### src/rtl/mips_isa_pkg.sv
// rtl/mips_isa_pkg.sv - MIPS opcode/funct constants, field positions and register-use decoding.
package mips_isa_pkg;

  localparam int OP_MSB = 31;
  localparam int OP_LSB = 26;
  localparam int RS_MSB = 25;
  localparam int RS_LSB = 21;
  localparam int RT_MSB = 20;
  localparam int RT_LSB = 16;
  localparam int RD_MSB = 15;
  localparam int RD_LSB = 11;
  localparam int FN_MSB = 5;
  localparam int FN_LSB = 0;

  localparam logic [5:0] OP_RTYPE = 6'h00;
  localparam logic [5:0] OP_J     = 6'h02;
  localparam logic [5:0] OP_JAL   = 6'h03;
  localparam logic [5:0] OP_BEQ   = 6'h04;
  localparam logic [5:0] OP_BNE   = 6'h05;
  localparam logic [5:0] OP_ADDI  = 6'h08;
  localparam logic [5:0] OP_SLTI  = 6'h0A;
  localparam logic [5:0] OP_ANDI  = 6'h0C;
  localparam logic [5:0] OP_ORI   = 6'h0D;
  localparam logic [5:0] OP_LW    = 6'h23;
  localparam logic [5:0] OP_SW    = 6'h2B;
  localparam logic [5:0] FN_JR    = 6'h08;

  localparam logic [4:0] REG_RA   = 5'd31;

  typedef struct packed {
    logic       rs_en;
    logic [4:0] rs;
    logic       rt_en;
    logic [4:0] rt;
  } src_regs_t;

  function automatic logic [5:0] op_of(input logic [31:0] instr);
    return instr[OP_MSB:OP_LSB];
  endfunction

  function automatic logic [5:0] funct_of(input logic [31:0] instr);
    return instr[FN_MSB:FN_LSB];
  endfunction

  function automatic logic [4:0] rs_of(input logic [31:0] instr);
    return instr[RS_MSB:RS_LSB];
  endfunction

  function automatic logic [4:0] rt_of(input logic [31:0] instr);
    return instr[RT_MSB:RT_LSB];
  endfunction

  function automatic logic [4:0] rd_of(input logic [31:0] instr);
    return instr[RD_MSB:RD_LSB];
  endfunction

  function automatic logic is_control(input logic [31:0] instr);
    logic [5:0] op;
    op = op_of(instr);
    return (op == OP_J) || (op == OP_JAL) || (op == OP_BEQ) || (op == OP_BNE) ||
           ((op == OP_RTYPE) && (funct_of(instr) == FN_JR));
  endfunction

  function automatic logic is_mem(input logic [31:0] instr);
    return (op_of(instr) == OP_LW) || (op_of(instr) == OP_SW);
  endfunction

  // Zero means "writes no register"; r0 can never create a hazard anyway.
  function automatic logic [4:0] dest_reg(input logic [31:0] instr);
    logic [4:0] d;
    d = '0;
    case (op_of(instr))
      OP_RTYPE: if (funct_of(instr) != FN_JR) d = rd_of(instr);
      OP_ADDI, OP_SLTI, OP_ANDI, OP_ORI, OP_LW: d = rt_of(instr);
      OP_JAL: d = REG_RA;
      default: d = '0;
    endcase
    return d;
  endfunction

  function automatic src_regs_t src_regs(input logic [31:0] instr);
    src_regs_t s;
    s       = '0;
    s.rs    = rs_of(instr);
    s.rt    = rt_of(instr);
    case (op_of(instr))
      OP_RTYPE, OP_SW, OP_BEQ, OP_BNE: begin
        s.rs_en = 1'b1;
        s.rt_en = 1'b1;
      end
      OP_ADDI, OP_SLTI, OP_ANDI, OP_ORI, OP_LW: s.rs_en = 1'b1;
      default: s = s;
    endcase
    return s;
  endfunction

endpackage

### src/rtl/issue_pair_check.sv
// rtl/issue_pair_check.sv - Decides whether two adjacent instructions may dual-issue.
module issue_pair_check
  import mips_isa_pkg::*;
(
  input  logic [31:0] instr0_i,
  input  logic [31:0] instr1_i,
  output logic        pair_ok_o
);

  logic [4:0] dest0;
  logic [4:0] dest1;
  src_regs_t  src1;
  logic       ctl_hit;
  logic       mem_hit;
  logic       raw_hit;
  logic       waw_hit;

  always_comb begin
    dest0   = dest_reg(instr0_i);
    dest1   = dest_reg(instr1_i);
    src1    = src_regs(instr1_i);
    ctl_hit = is_control(instr0_i) || is_control(instr1_i);
    mem_hit = is_mem(instr0_i) && is_mem(instr1_i);
    raw_hit = (dest0 != 5'd0) &&
              ((src1.rs_en && (src1.rs == dest0)) || (src1.rt_en && (src1.rt == dest0)));
    waw_hit = (dest0 != 5'd0) && (dest0 == dest1);
    pair_ok_o = !(ctl_hit || mem_hit || raw_hit || waw_hit);
  end

endmodule

### src/rtl/dual_issue_queue.sv
// rtl/dual_issue_queue.sv - Circular instruction buffer presenting a hazard-checked issue pair.
module dual_issue_queue
  import mips_isa_pkg::*;
#(
  parameter  int DEPTH = 8,
  localparam int CW    = $clog2(DEPTH) + 1
) (
  input  logic          clk,
  input  logic          rst,
  input  logic          flush,
  input  logic          stall,
  input  logic [1:0]    in_valid,
  input  logic [31:0]   in_instr0,
  input  logic [31:0]   in_instr1,
  input  logic [31:0]   in_pc0,
  output logic          in_ready,
  output logic          out_valid0,
  output logic [31:0]   out_instr0,
  output logic [31:0]   out_pc0,
  output logic          out_valid1,
  output logic [31:0]   out_instr1,
  output logic [31:0]   out_pc1,
  output logic [CW-1:0] count
);

  localparam int AW = $clog2(DEPTH);

  logic [31:0]   instr_q [DEPTH];
  logic [31:0]   pc_q    [DEPTH];
  logic [AW-1:0] head_q, head_d;
  logic [AW-1:0] tail_q, tail_d;
  logic [CW-1:0] count_q, count_d;
  logic [AW-1:0] head1;
  logic [AW-1:0] tail1;
  logic [1:0]    push_n;
  logic [1:0]    pop_n;
  logic          pair_ok;
  logic          has_two;

  assign head1   = head_q + AW'(1);
  assign tail1   = tail_q + AW'(1);
  assign has_two = count_q >= CW'(2);

  issue_pair_check u_pair_check (
    .instr0_i  (instr_q[head_q]),
    .instr1_i  (instr_q[head1]),
    .pair_ok_o (pair_ok)
  );

  assign in_ready   = count_q <= CW'(DEPTH - 2);
  assign count      = count_q;
  assign out_valid0 = count_q != '0;
  assign out_valid1 = has_two && pair_ok;
  assign out_instr0 = out_valid0 ? instr_q[head_q] : 32'd0;
  assign out_pc0    = out_valid0 ? pc_q[head_q]    : 32'd0;
  assign out_instr1 = has_two    ? instr_q[head1]  : 32'd0;
  assign out_pc1    = has_two    ? pc_q[head1]     : 32'd0;

  // 2'b10 (instr1 without instr0) is not a legal fetch pattern and pushes nothing.
  always_comb begin
    push_n = 2'd0;
    if (in_ready && !flush) begin
      case (in_valid)
        2'b01:   push_n = 2'd1;
        2'b11:   push_n = 2'd2;
        default: push_n = 2'd0;
      endcase
    end
  end

  always_comb begin
    pop_n = 2'd0;
    if (!stall && !flush && out_valid0) pop_n = out_valid1 ? 2'd2 : 2'd1;
  end

  always_comb begin
    head_d  = head_q + AW'(pop_n);
    tail_d  = tail_q + AW'(push_n);
    count_d = count_q + CW'(push_n) - CW'(pop_n);
    if (flush) begin
      head_d  = tail_q;
      tail_d  = tail_q;
      count_d = '0;
    end
  end

  always_ff @(posedge clk) begin
    if (rst) begin
      head_q  <= '0;
      tail_q  <= '0;
      count_q <= '0;
    end else begin
      head_q  <= head_d;
      tail_q  <= tail_d;
      count_q <= count_d;
    end
  end

  always_ff @(posedge clk) begin
    if (!rst && push_n != 2'd0) begin
      instr_q[tail_q] <= in_instr0;
      pc_q[tail_q]    <= in_pc0;
    end
    if (!rst && push_n == 2'd2) begin
      instr_q[tail1] <= in_instr1;
      pc_q[tail1]    <= in_pc0 + 32'd4;
    end
  end

endmodule
### config.mk
export PLATFORM = sky130hd
export DESIGN_NAME = dual_issue_queue
export DESIGN_NICKNAME = d
export VERILOG_FILES = /design/src/rtl/mips_isa_pkg.sv /design/src/rtl/issue_pair_check.sv /design/src/rtl/dual_issue_queue.sv
export SDC_FILE = /design/constraint.sdc
export NUM_CORES = 1
export LEC_CHECK = 0
export CAP_MARGIN = 5
export CORE_MARGIN = 1
export CORE_UTILIZATION = 25
export DETAILED_ROUTE_END_ITERATION = 7
export PLACE_DENSITY = 0.41
export RECOVER_POWER = 100
export SLEW_MARGIN = 20
export SYNTH_ARGS = -nofsm -noshare
export SYNTH_HDL_FRONTEND = slang
export SYNTH_SLANG_ARGS = --single-unit
### constraint.sdc
create_clock -name clk -period 7.85 [get_ports clk]
set_input_delay 0.785 -clock clk [delete_from_list [all_inputs] [get_ports clk]]
set_output_delay 0.785 -clock clk [all_outputs]
set_load 0.05 [all_outputs]
Word level (Yosys, flattened, before mapping)

Memories as Yosys holds them, arrays and structs flattened. A register that Yosys moved wholly into a read port is not among the register bits.
Index checks and enable logic that the tools add are counted.

Register bits: 10
Memory bits (writable): 512
Output and inout bits: 135
Word-level logic and storage cells: 107
Memories kept: 2

$add $sub $neg: 7
Magnitude comparators: 2
Equality and inequality tests: 30
Multiplexer cells: 21
Reduce and logical (&&, ||, !) cells: 42

Memories:

| name    | depth | width | rd ports | clocked after memory_dff | wr ports | RTL line               | text |
|---|---|---|---|---|---|---|---|
| instr_q | 8     | 32    | 2        | 1                        | 2        | dual_issue_queue.sv:28 | `logic [31:0] instr_q [DEPTH];` |
| pc_q    | 8     | 32    | 2        | 1                        | 2        | dual_issue_queue.sv:29 | `logic [31:0] pc_q [DEPTH];` |

Operator list:

| cell                                                   | count |
|---|---|
| 2-to-1 mux 32 bit                                      | 4 |
| == test 6 x 4 -> 1 bit (second input constant)         | 10 |
| adder 32 x 3 -> 32 bit (second input constant)         | 1 |
| one-hot mux 5 bit (3 select lines)                     | 2 |
| == test 6 x 2 -> 1 bit (second input constant)         | 4 |
| == test 6 x 3 -> 1 bit (second input constant)         | 4 |
| == test 6 bit (second input constant)                  | 4 |
| == test 5 bit                                          | 3 |
| logical OR 1 bit                                       | 15 |
| logical AND 1 bit                                      | 13 |
| zero test 6 bit                                        | 2 |
| inequality test 6 x 4 -> 1 bit (second input constant) | 2 |
| 2-to-1 mux 5 bit                                       | 2 |
| OR reduction 5 bit                                     | 2 |
| 2-to-1 mux 3 bit                                       | 3 |
| OR reduction 9 bit                                     | 1 |
| adder 3 x 1 -> 3 bit (second input constant)           | 2 |
| adder 3 x 2 -> 3 bit                                   | 2 |
| 2-to-1 mux 1 bit                                       | 6 |
| 2-to-1 mux 2 bit                                       | 3 |
| nonzero test 5 bit                                     | 1 |
| adder 4 x 2 -> 4 bit                                   | 1 |
| == test 2 bit (second input constant)                  | 2 |
| >= comparator 4 x 2 -> 1 bit (second input constant)   | 1 |
| 9 further kinds                                        | 12 |

Logic depth before layout (Yosys ltp)

An unclocked memory read counts as a cell.

Depth after elaboration: 18
Depth in mapped cells: 21
Depth with buffers taken out: 18

Cells and area by module

A second synthesis with hierarchy kept.

Cells, all modules: 2900
Area total of the unflattened synthesis: 32092.0 µm²

By module, submodules not included:

| module           | instances | cells each | area an instance (µm²) | sequential area each (µm²) |
|---|---|---|---|---|
| dual_issue_queue | 1         | 2820       | 31491.5                | 15574.9 |
| issue_pair_check | 1         | 80         | 600.6                  | 0.0 |

Worst setup path after synthesis

Ideal clock, no wire load.

Path kind: flip-flop to flip-flop
Start: reg count_q[3] (netlist: count[3])
End: mem instr_q[0][0] (enable)
Setup time: 581 ps
Data arrival time: 7303 ps
Data required time: 7269 ps
Setup slack: -34 ps
Cell stages (with the launch flop): 7
Buffers on the path: 0
Cell sequence: dfxtp_1 > inv_1 > ha_1 > a31oi_1 > nand3b_1 > or3_1 > o31ai_1

RTL lines:

| item                     | RTL line               | text |
|---|---|---|
| start: declaration       | dual_issue_queue.sv:32 | `logic [CW-1:0] count_q, count_d;` |
| start signal: assignment | dual_issue_queue.sv:95 | `count_q <= count_d;` |
| end: declaration         | dual_issue_queue.sv:28 |  |

==> out/results.ini <==
[synth]
synth_edf_count=512
netlist_area_um2=32300
yosys_reg_bits=522
synth_top_cells_by_count=nand2_1, edfxtp_1, mux4_2, nor2_1, xnor2_1
syn-instance-count=2936
netlist_top_cells_area=edfxtp_1, mux4_2, nand2_1
synth_flop_cell=edfxtp_1
synth_cell_type_count=71
synth_largest_area_cell=edfxtp_1
synth_sequential_area_ratio_pct=48.2
synthDominantCellAreaShare_pct=47.6
ys_warn_count=0
async_reset_ff_share_pct=0
syn_area_per_cell_um2=11.0
syn_nets=3053
post-synth-top-count-cell=nand2_1

[drt]
wl_met1_mm=56.7
routed_wire_length_per_instance_um=27.1
via_count=23400
routed_via_density=4.94
antenna_violating_nets_post_route=0
routed_wirelength_mm=128
highest-signal-layer=met5
detail_route.drc_violations=0
number_of_drc_markers_in_iteration_0=2084
wl_met2_mm=61.7
drt_pre_antenna_iters=5
met3WireLength_mm=6.97

[cts]
root_buffer=clkbuf_16
cts_setup_buffers=0
cts-hold-fix-buffers=0
clkSinkCount=522
postCtsResizedCells=0
numCtsBuffers=71
clock_latency_ns=0.65
worst_setup_hold_path_clk_slew_ns=0.06
htree_levels=3
cts_tree=done
clock_tree.buffer_depth=3

[worst_setup_path]
worst_ep_arrival_time_ns=7.03
critical-path-slowest-cell=o21ai_0
worstPathCellList=dlygate4sd3_1, nand3b_1, or3_1, o21ai_0, clkbuf_1
timing.reg2reg.worst_path_depth=6
crit_start=flush
startpoint_type=input port
reg2reg_to=pc_q[4][28]
worstPathMaxFanout=28
startpoint_of_the_most_critical_register_to_register_path=count[2]
crit_family=buffers and inverters
cp_data_required_time_ns=8.04
path_class=in2reg
worstSetupEndpointType=flip-flop
r2r_setup_slack_ns=1.29
worst-path-buf-inv=2
largest_stage_delay_on_the_critical_path_ns=2.60

[run]
max_cap_viols=35

[min_path]
timing.hold.worst_endpoint=head_q[0]
hp-start=tail_q[0]
hold_path_class=reg2reg
worst_hold_depth=2

[placed_design]
hpwl_after_detailed_placement_mm=73.8
place_congestion=0.803
port_buffers=236

[floorplan]
placeableCoreArea_um2=128000
row_count=131
floorplan.die_area_um2=131000
dieHeight_um=362
i_o_pins=237
initial_utilization_pct=25.3
floorplan.die.width_um=362

[grt]
grtUsageTotal_pct=19.3
grt_pass1_vias=23200
grt-ovfl-total=0
wire_length_of_the_first_global_routing_pass_mm=181
initial_antenna_violation_count=17
maximum_number_of_pins_on_one_net_before_global_route_repair=142

[sta]
min_period_over_period_pct=87.1
maximum_operating_frequency_mhz=146
grt_setup_unrepaired=false
slew_violations=1222
report.final.hold_viol_count=0
final.min_clock_period_ns=6.84
totalNegativeSetupSlack_ns=0
setup_viol_count_final=0
slew_headroom_pct=-234
max_slew.worst_pin.slew_ns=5.00
hold-worst-slack_ns=0.591
final.setup_skew_ns=0.0300

[final_layout]
antennaDiodeCount=0
final_layout_size_suffix_gt1_share_pct=13.1
finish.net_count=3125
areaGrowthSynthToFinish_pct=17.1

[power_and_ir_drop]
power_switching_share_pct=34.1
max-vdd-ir-drop_mv=0.133
power.switching_uw=2890
cell_internal_pwr_uw=5580
power-per-cell-area_nw_per_um2=224
seqPwrFrac_pct=37.0
combPwrFrac_pct=26.3
pwr-share-clk_pct=36.7
total_leakage_power_uw=0.0130
report.power.total_uw=8470

[status]
status=finished with violations
failed_checks=capacitance limit, slew limit

power by group through the flow:
stage               clock network (µW)  registers (µW)  logic [µW]
finish                            3110            3140        2230
global route                      3260            3140        2350
CTS                               3180            3130        2330
detailed placement                   0            3190        2320
global placement                     0            3190        2310
floorplan                            0            3190        1450
cell type report:
class                      instances  area (µm²)
inverter                          24        90.1
sequential                       522       15600
fill                           13100       90000
clock buffer                      95        1910
tap                             1662        2080
timing repair buffer             291        2700
multi-input combinational       2098       15200
clock inverter                    33         255
worst max-delay path by stage:
stage | endpoint | slack, ns | cells past startpoint
floorplan | instr_q[1][0] | 0.13 | 7
global placement | count[3] | 1.95 | 18
detailed placement | count[3] | 1.93 | 17
CTS | out_valid1 | 1.21 | 13
global route | out_pc1[22] | 0.61 | 7
finish | pc_q[4][28] | 1.01 | 5
flip-flops by register name, summed over array words and instances, names as in the netlist:
name	cells
tail_q	3
instr_q	256
head_q	3
count	4
pc_q	256
worst reg2reg max path, stage by stage (launching register included):
cell	delay (ns)
dfxtp_1	0.38
ha_1	0.23
a31oi_1	0.19
nand3b_1	0.25
or3_1	0.46
o21ai_0	2.60
clkbuf_1	1.96
layout by cell type (no fill, tap or decap), types with 27 or more instances in the layout:
cell type and n:
a21oi_1 55, clkbuf_1 54, clkbuf_16 73, clkdlybuf4s50_1 109, dlygate4sd3_1 127, edfxtp_1 512
mux2i_1 93, mux4_2 236, nand2_1 1028, nor2_1 210, o21ai_0 27, xnor2_1 140
xor2_1 99
cells by family (layout without fill, tap and decap cells):
logic type | count (synthesis) | count (layout) | synth area share [%]
AOI/OAI and AO/OA | 123 | 123 | 2.26
muxes | 357 | 357 | 20.5
buffers and inverters | 316 | 443 | 4.69
and+or+nand+nor | 1362 | 1362 | 17.1
xor gates and xnor gates | 241 | 241 | 6.61
adders and majority gates | 15 | 15 | 0.674
DFF | 522 | 522 | 48.2
metrics by stage:
| step | cells | utilization, % | area [µm²] | setup slack [ns] |
|---|---|---|---|---|
| after detailed placement | 4597 | 28.2 | 36000 | 1.93 |
| final | 4725 | 29.6 | 37800 | 1.01 |
| after floorplan | 2936 | - | 32300 | 0.129 |
| after CTS | 4725 | 29.9 | 38200 | 1.21 |
| after global routing | 4725 | 29.6 | 37800 | 0.607 |
| after global placement | 4596 | 28.1 | 36000 | 1.95 |
metal layers:
| metal | track usage [%] | vias up |
|---|---|---|
| met4 | 4.84 | 22 |
| met1 | 25.9 | 12100 |
| met3 | 2.98 | 166 |
| li1 | - | 10400 |
| met2 | 32.4 | 721 |
| met5 | 0 | - |
No activity file was read; power rests on OpenSTA's default activity.
